`src/rtl/uart_tx_32bit.sv`:
```
// 32-bit word to four 8N1 UART bytes, MSB first, with a valid/ready input handshake.
// All outputs are registered so the serial line is glitch-free.
module uart_tx_32bit #(
  parameter int CLKS_PER_BIT = 625,
  parameter int GAP_CLKS     = 0
) (
  input  logic        i_clk,
  input  logic        i_rstn,
  input  logic [31:0] i_data,
  input  logic        i_datavalid,
  output logic        o_ready,
  output logic        o_uart_tx,
  output logic [7:0]  o_txbyte,
  output logic        o_txdone,
  output logic        o_busy,
  output logic [31:0] o_count
);

  localparam int CW = $clog2(CLKS_PER_BIT + GAP_CLKS) + 1;
  localparam logic [CW-1:0] BIT_LAST = CW'(CLKS_PER_BIT - 1);
  localparam logic [CW-1:0] GAP_LAST = CW'((GAP_CLKS > 0) ? (GAP_CLKS - 1) : 0);

  // NEXT is never registered: the byte-advance decision happens in the last STOP/GAP cycle.
  typedef enum logic [2:0] {IDLE, START, DATA, STOP, GAP, NEXT} state_t;

  state_t      state_q, state_d;
  logic [CW-1:0] clkCnt_q, clkCnt_d;
  logic [2:0]  bitIdx_q, bitIdx_d;
  logic [1:0]  byteIdx_q, byteIdx_d;
  logic [31:0] shiftWord_q, shiftWord_d;
  logic [7:0]  txByte_q, txByte_d;
  logic        tx_q, tx_d;
  logic        ready_q, ready_d;
  logic        done_q, done_d;
  logic        busy_q, busy_d;
  logic [31:0] count_q, count_d;
  logic        byteEnd;

  always_ff @(posedge i_clk) begin
    if (!i_rstn) begin
      state_q     <= IDLE;
      clkCnt_q    <= '0;
      bitIdx_q    <= '0;
      byteIdx_q   <= '0;
      shiftWord_q <= '0;
      txByte_q    <= '0;
      tx_q        <= 1'b1;
      ready_q     <= 1'b0;
      done_q      <= 1'b0;
      busy_q      <= 1'b0;
      count_q     <= '0;
    end else begin
      state_q     <= state_d;
      clkCnt_q    <= clkCnt_d;
      bitIdx_q    <= bitIdx_d;
      byteIdx_q   <= byteIdx_d;
      shiftWord_q <= shiftWord_d;
      txByte_q    <= txByte_d;
      tx_q        <= tx_d;
      ready_q     <= ready_d;
      done_q      <= done_d;
      busy_q      <= busy_d;
      count_q     <= count_d;
    end
  end

  always_comb begin
    state_d     = state_q;
    clkCnt_d    = clkCnt_q;
    bitIdx_d    = bitIdx_q;
    byteIdx_d   = byteIdx_q;
    shiftWord_d = shiftWord_q;
    txByte_d    = txByte_q;
    tx_d        = tx_q;
    ready_d     = ready_q;
    done_d      = 1'b0;
    busy_d      = busy_q;
    count_d     = count_q;
    byteEnd     = 1'b0;

    case (state_q)
      IDLE: begin
        ready_d = 1'b1;
        tx_d    = 1'b1;
        busy_d  = 1'b0;
        if (i_datavalid && ready_q) begin
          shiftWord_d = i_data;
          txByte_d    = i_data[31:24];
          byteIdx_d   = 2'd0;
          clkCnt_d    = '0;
          ready_d     = 1'b0;
          busy_d      = 1'b1;
          tx_d        = 1'b0;
          state_d     = START;
        end
      end

      START: begin
        tx_d = 1'b0;
        if (clkCnt_q == BIT_LAST) begin
          clkCnt_d = '0;
          bitIdx_d = 3'd0;
          tx_d     = txByte_q[0];
          state_d  = DATA;
        end else begin
          clkCnt_d = clkCnt_q + CW'(1);
        end
      end

      DATA: begin
        if (clkCnt_q == BIT_LAST) begin
          clkCnt_d = '0;
          if (bitIdx_q == 3'd7) begin
            tx_d    = 1'b1;
            state_d = STOP;
          end else begin
            bitIdx_d = bitIdx_q + 3'd1;
            tx_d     = txByte_q[bitIdx_d];
          end
        end else begin
          clkCnt_d = clkCnt_q + CW'(1);
        end
      end

      STOP: begin
        tx_d = 1'b1;
        if (clkCnt_q == BIT_LAST) begin
          clkCnt_d = '0;
          if (GAP_CLKS > 0) begin
            state_d = GAP;
          end else begin
            byteEnd = 1'b1;
          end
        end else begin
          clkCnt_d = clkCnt_q + CW'(1);
        end
      end

      GAP: begin
        tx_d = 1'b1;
        if (clkCnt_q == GAP_LAST) begin
          clkCnt_d = '0;
          byteEnd  = 1'b1;
        end else begin
          clkCnt_d = clkCnt_q + CW'(1);
        end
      end

      default: begin
        tx_d    = 1'b1;
        state_d = IDLE;
      end
    endcase

    // The shift word moves left a byte at a time so the next byte is always at [23:16].
    if (byteEnd) begin
      if (byteIdx_q != 2'd3) begin
        byteIdx_d   = byteIdx_q + 2'd1;
        shiftWord_d = {shiftWord_q[23:0], 8'h00};
        txByte_d    = shiftWord_q[23:16];
        tx_d        = 1'b0;
        state_d     = START;
      end else begin
        done_d  = 1'b1;
        count_d = count_q + 32'd1;
        ready_d = 1'b1;
        tx_d    = 1'b1;
        state_d = IDLE;
      end
    end
  end

  assign o_ready   = ready_q;
  assign o_uart_tx = tx_q;
  assign o_txbyte  = txByte_q;
  assign o_txdone  = done_q;
  assign o_busy    = busy_q;
  assign o_count   = count_q;

endmodule

```
`config.mk`:
```
export PLATFORM = sky130hd
export DESIGN_NAME = uart_tx_32bit
export DESIGN_NICKNAME = d
export VERILOG_FILES = /design/src/rtl/uart_tx_32bit.sv
export SDC_FILE = /design/constraint.sdc
export NUM_CORES = 1
export LEC_CHECK = 0
export ABC_AREA = 1
export CORE_ASPECT_RATIO = 1.1
export CORE_MARGIN = 10
export CORE_UTILIZATION = 25
export CTS_BUF_LIST = sky130_fd_sc_hd__clkbuf_8
export DETAILED_ROUTE_END_ITERATION = 7
export GPL_TIMING_DRIVEN = 0
export HOLD_SLACK_MARGIN = 0.08
export REMOVE_ABC_BUFFERS = 1
export SETUP_SLACK_MARGIN = 0.5
export SLEW_MARGIN = 40
export SYNTH_ARGS = -nofsm -noshare
export SYNTH_HDL_FRONTEND = slang
export SYNTH_SLANG_ARGS = --single-unit
```
`constraint.sdc`:
```
create_clock -name i_clk -period 4.1 [get_ports i_clk]
set_clock_uncertainty 0.1 [all_clocks]
set_input_delay 0.615 -clock i_clk [delete_from_list [all_inputs] [get_ports i_clk]]
set_output_delay 0.615 -clock i_clk [all_outputs]
set_load 0.02 [all_outputs]
```
Yosys cells after proc, flatten, opt, wreduce, memory -nomap -nowiden
Cells that the tools add are included.
{"block": "classes", "muxes": 43, "order_cmp": 1, "reduce_logical": 12, "bitwise": 1, "addsub": 4, "eq_ne": 16}
{"cell": "$mux 32", "count": 4}
{"cell": "$mux 11", "count": 3}
{"cell": "$pmux 11 s3", "count": 1}
{"cell": "$add 32x1->32 const B", "count": 1}
{"cell": "$mux 8", "count": 4}
{"cell": "$mux 3", "count": 8}
{"cell": "$mux 1", "count": 14}
{"cell": "$ne 3x3->1 const B", "count": 4}
{"cell": "$pmux 3 s4", "count": 1}
{"cell": "$add 11x1->11 const B", "count": 1}
{"cell": "$eq 11x10->1 const B", "count": 1}
{"cell": "$logic_not 11->1", "count": 1}
{"cell": "$ne 2x2->1 const B", "count": 5}
{"cell": "$mux 2", "count": 4}
{"cell": "$eq 3x2->1 const B", "count": 2}
{"cell": "$eq 3x3->1 const B", "count": 2}
{"cell": "$pmux 3 s2", "count": 1}
{"cell": "$reduce_and 2->1", "count": 3}
{"cell": "$reduce_and 5->1", "count": 1}
{"cell": "$lt 3x4->1 const B", "count": 1}
{"cell": "$reduce_and 4->1", "count": 1}
{"cell": "$add 3x1->3 const B", "count": 1}
{"cell": "$bmux 1 s3", "count": 1}
{"cell": "$eq 3x1->1 const B", "count": 1}
{"cell": "other kinds (11)", "count": 11}
{"block": "totals", "elab_cells": 88, "reg_bits": 95, "in_bits": 35}

Longest topological paths before layout
{"block": "logic_depth", "ltp_word": 7, "mapped_depth": 11}

Worst setup path before layout
No wires, ideal clock.
{"block": "synth_path", "path_type": "register -> register", "from": "register state_q[0]", "to": "register clkCnt_q[10]", "stages_incl_launch_ff": 10, "period_less_slack_ns": 1.865, "arrival_ns": 1.647, "path_slack_ns": 2.235, "setup_ns": 0.119, "n_path_buf": 1, "cell_sequence": "dfxtp_1 > inv_1 > ha_1 > buf_2 > o21ai_2 > inv_1 > nor3_1 > nand3_1 > nand2_1 > nor2_1"}
{"block": "synth_via", "elab_chain_cells": 4}
{"element": "start: declaration", "line": "26", "rtl": "state_t state_q, state_d;"}
{"element": "start signal: assignment", "line": "53", "rtl": "state_q <= state_d;"}
{"element": "$eq 3x2->1 / $eq 3x1->1 (equally long branches)", "line": "81", "rtl": "case (state_q)"}
{"element": "$reduce_or 3->1 (no line)"}
{"element": "$reduce_bool 3->1 (no line)"}
{"element": "$reduce_and 2->1 (no line)"}
{"element": "end signal: assignment", "line": "54", "rtl": "clkCnt_q <= clkCnt_d;"}
{"element": "end: declaration", "line": "27", "rtl": "logic [CW-1:0] clkCnt_q, clkCnt_d;"}
Parallel ways exist; a longest one is shown, timed or not.
A chain may end at the register's enable or synchronous reset.

Final worst setup path
{"block": "layout_path", "from": "input port i_datavalid", "to": "register clkCnt_q[9]"}
{"block": "layout_via", "elab_chain_cells": 3}
{"element": "start: declaration", "line": "10", "rtl": "input logic i_datavalid,"}
{"element": "$logic_and 1x1->1", "line": "86", "rtl": "if (i_datavalid && ready_q) begin"}
{"element": "$ne 2x2->1 (no line)"}
{"element": "$reduce_and 2->1 (no line)"}
No other way between the ends.

==> flow_summary.toml <==
[sta]
min_period_over_period_pct = 74.2
slew_headroom_pct = 48.1
worst_slew_pin_slew_ps = 774
fin_hold_ws_ps = 350
max_freq_ghz = 0.329
fin_tns_setup_ps = 0
setup_violations = 0
fin_ws_ps = 1060
rsz0062_at_grt = "false"
final-hold-violation-count = 0
slew_viol_final = 0
period_needed_ps = 3040

[clock_tree]
cts.path.max_buffers = 2
clk_pin_slew_ps = 90
cts_root_buffer = "clkbuf_8"
numCtsBuffers = 9
clk_latency_ps = 380
cts_tree = "built"
hold_buffers = 0
cts.sinks = 86
h-tree-depth = 3
cts_setup_buffers = 0
ctsResizeCount = 0

[placement]
portBuffers = 78
post-place-ws_ps = 310
dp_hpwl_mm = 9.82
gp_congestion = 0.823
place_area_um2 = 5830

[logic_synthesis]
synth_cell_types = 30
ys_seq_elements = 86
synth_seq_area_share_pct = 35.7
yosysMostFrequentCell = "nand2_1"
ys_top_cells_by_area = "dfxtp_1 36%, nand2_1 22%, nor2_1 8.6%"
syn_inst = 764
synth_common_cells = "279 x nand2_1, 111 x nor2_1, 86 x dfxtp_1"
synth_edf_count = 0
synth_top_area_share_pct = 35.7
synth.largest_area_cell = "dfxtp_1"
synth_top_flop_cell = "dfxtp_1"
syn_area_per_cell_um2 = 6.31
yosysWarnings = 0
synthArstFlopShare_pct = 0
syn-cell-area_um2 = 4820

[min_path]
min_path_type = "flop to flop"

[drt]
wire_per_inst_um = 12.4
drt_pass1_iterations = 5
wl_mm = 13.4
ant_nets = 0
post-route-drc-count = 0
first_iter_violations = 273
route.vias.total = 4816
via_per_inst = 4.45

[setup_path]
path_max_fanout = 43
critPathLaunchType = "primary input"
cp.arrival_ps = 3250
crit_type = "primary input to flop"
cp-end-kind = "flop"
cp_data_required_time_ps = 4310

[grt]
antenna_found_initial = 0
grt_pass1_wl_mm = 22.4
grt_max_degree = 44
grt_pass1_vias = 4561
grtUsageTotal_pct = 10.6
gr-total-overflow = 0

[die]
fp-row-count = 53
die_w_um = 152
core_area_um2 = 19000
die_area_um2 = 25200
die_h_um = 166
io_pins = 79
start_util_pct = 25.3

[power_and_ir_drop]
p_sw_w = 0.000814
ir_worst_vdd_mv = 0.195
p_leak_nw = 2.42
p_int_w = 0.00144
p_per_area_nw_per_um2 = 373
sequentialPowerShare_pct = 43.0
swShare_pct = 36.1
clock_power_share_pct = 27.4
pwr-share-comb_pct = 29.7

[final_layout]
antennaDiodeCount = 0
syn_to_final_growth_pct = 25.5
nets = 879
final_layout_size_suffix_gt1_share_pct = 4.67
stdcell_area_um2 = 6040
final_util_pct = 31.8

[status]
outcome = "finished, final reports clean"

[flow_run]
max_cap_violations = 0
-- area by class of cell --
type                       count  area, um^2
inverter                      56         210
tap                          247         309
fill                        2101       13000
clock inverter                 7        75.1
clock buffer                   9         124
multi-input combinational    597        2790
timing repair buffer          81         818
sequential                    86        1720
-- power groups by stage --
stage | Combinational (W) | Sequential [W] | Clock, W
after floorplan | 0.000426 | 0.00100 | 0
after global placement | 0.000660 | 0.000989 | 0
after detailed placement | 0.000671 | 0.000990 | 0
after CTS | 0.000674 | 0.000971 | 0.000643
after global routing | 0.000762 | 0.000982 | 0.000671
final | 0.000669 | 0.000970 | 0.000617
-- cells by family after synthesis --
| group | synth area share, % |
|---|---|
| XOR/XNOR | 2.36 |
| AND/OR/NAND/NOR | 43.2 |
| flip-flops | 35.7 |
| AO/OA/AOI/OAI | 8.57 |
| adder cells (fa/ha/maj) | 3.38 |
| buffers and inverters | 6.78 |
-- worst max-delay path, cell delays in order --
cell and delay [ps]:
clkdlybuf4s50_1 390, nand2_1 70, clkinv_1 600, nand2_4 700, o21ai_2 230, nand2_1 120
nand2_1 160, inv_1 170, nand2_1 60, a21oi_1 110
-- final timing paths --
path                                  start                    endpoint  slack [ps]  depth (start not counted)
setup reg to reg    state_q[0]$_SDFFE_PN0P_   clkCnt_q[10]$_SDFFE_PN0P_        1330                          9
setup / recovery                i_datavalid    clkCnt_q[9]$_SDFFE_PN0P_        1060                         10
hold reg to reg   shiftWord_q[4]$_SDFF_PN0_  shiftWord_q[12]$_SDFF_PN0_         350                          2
hold / removal    shiftWord_q[4]$_SDFF_PN0_  shiftWord_q[12]$_SDFF_PN0_         350                          2
-- state kept, by name, indices dropped and copies added (netlist names), 2 cells and up --
signal and count:
o_count 32, shiftWord_q 24, clkCnt_q 11, o_txbyte 8
bitIdx_q 3, byteIdx_q 2, state_q 2
-- metrics by stage --
| step | power (W) | std cells |
|---|---|---|
| global route | 0.00241 | 1083 |
| detailed placement | 0.00166 | 1067 |
| CTS | 0.00229 | 1083 |
| global placement | 0.00165 | 1064 |
| finish | 0.00226 | 1083 |
| floorplan | 0.00143 | 739 |
-- placed cells by master (no fill, tap or decap), types with 6 or more instances in the layout --
master           instances
nand3_1                 69
ha_1                    12
o21ai_0                 14
o211ai_1                 8
nand3b_1                17
dfxtp_1                 86
clkbuf_8                 9
xor2_1                   9
nor3_1                   6
a21oi_1                 45
inv_1                   53
clkdlybuf4s50_1         77
nand2_1                278
nor2_1                 111
-- layer usage --
layer / vias to the layer above / track usage, % / share of wire (%)
met3: 14 / 4.84 / 8.2
met4: 0 / 2.80 / 1.3
met5: - / 0 / 0
met1: 2133 / 12.8 / 48
li1: 2560 / - / -
met2: 109 / 16.8 / 43
Power figures use the tool's default switching activity.
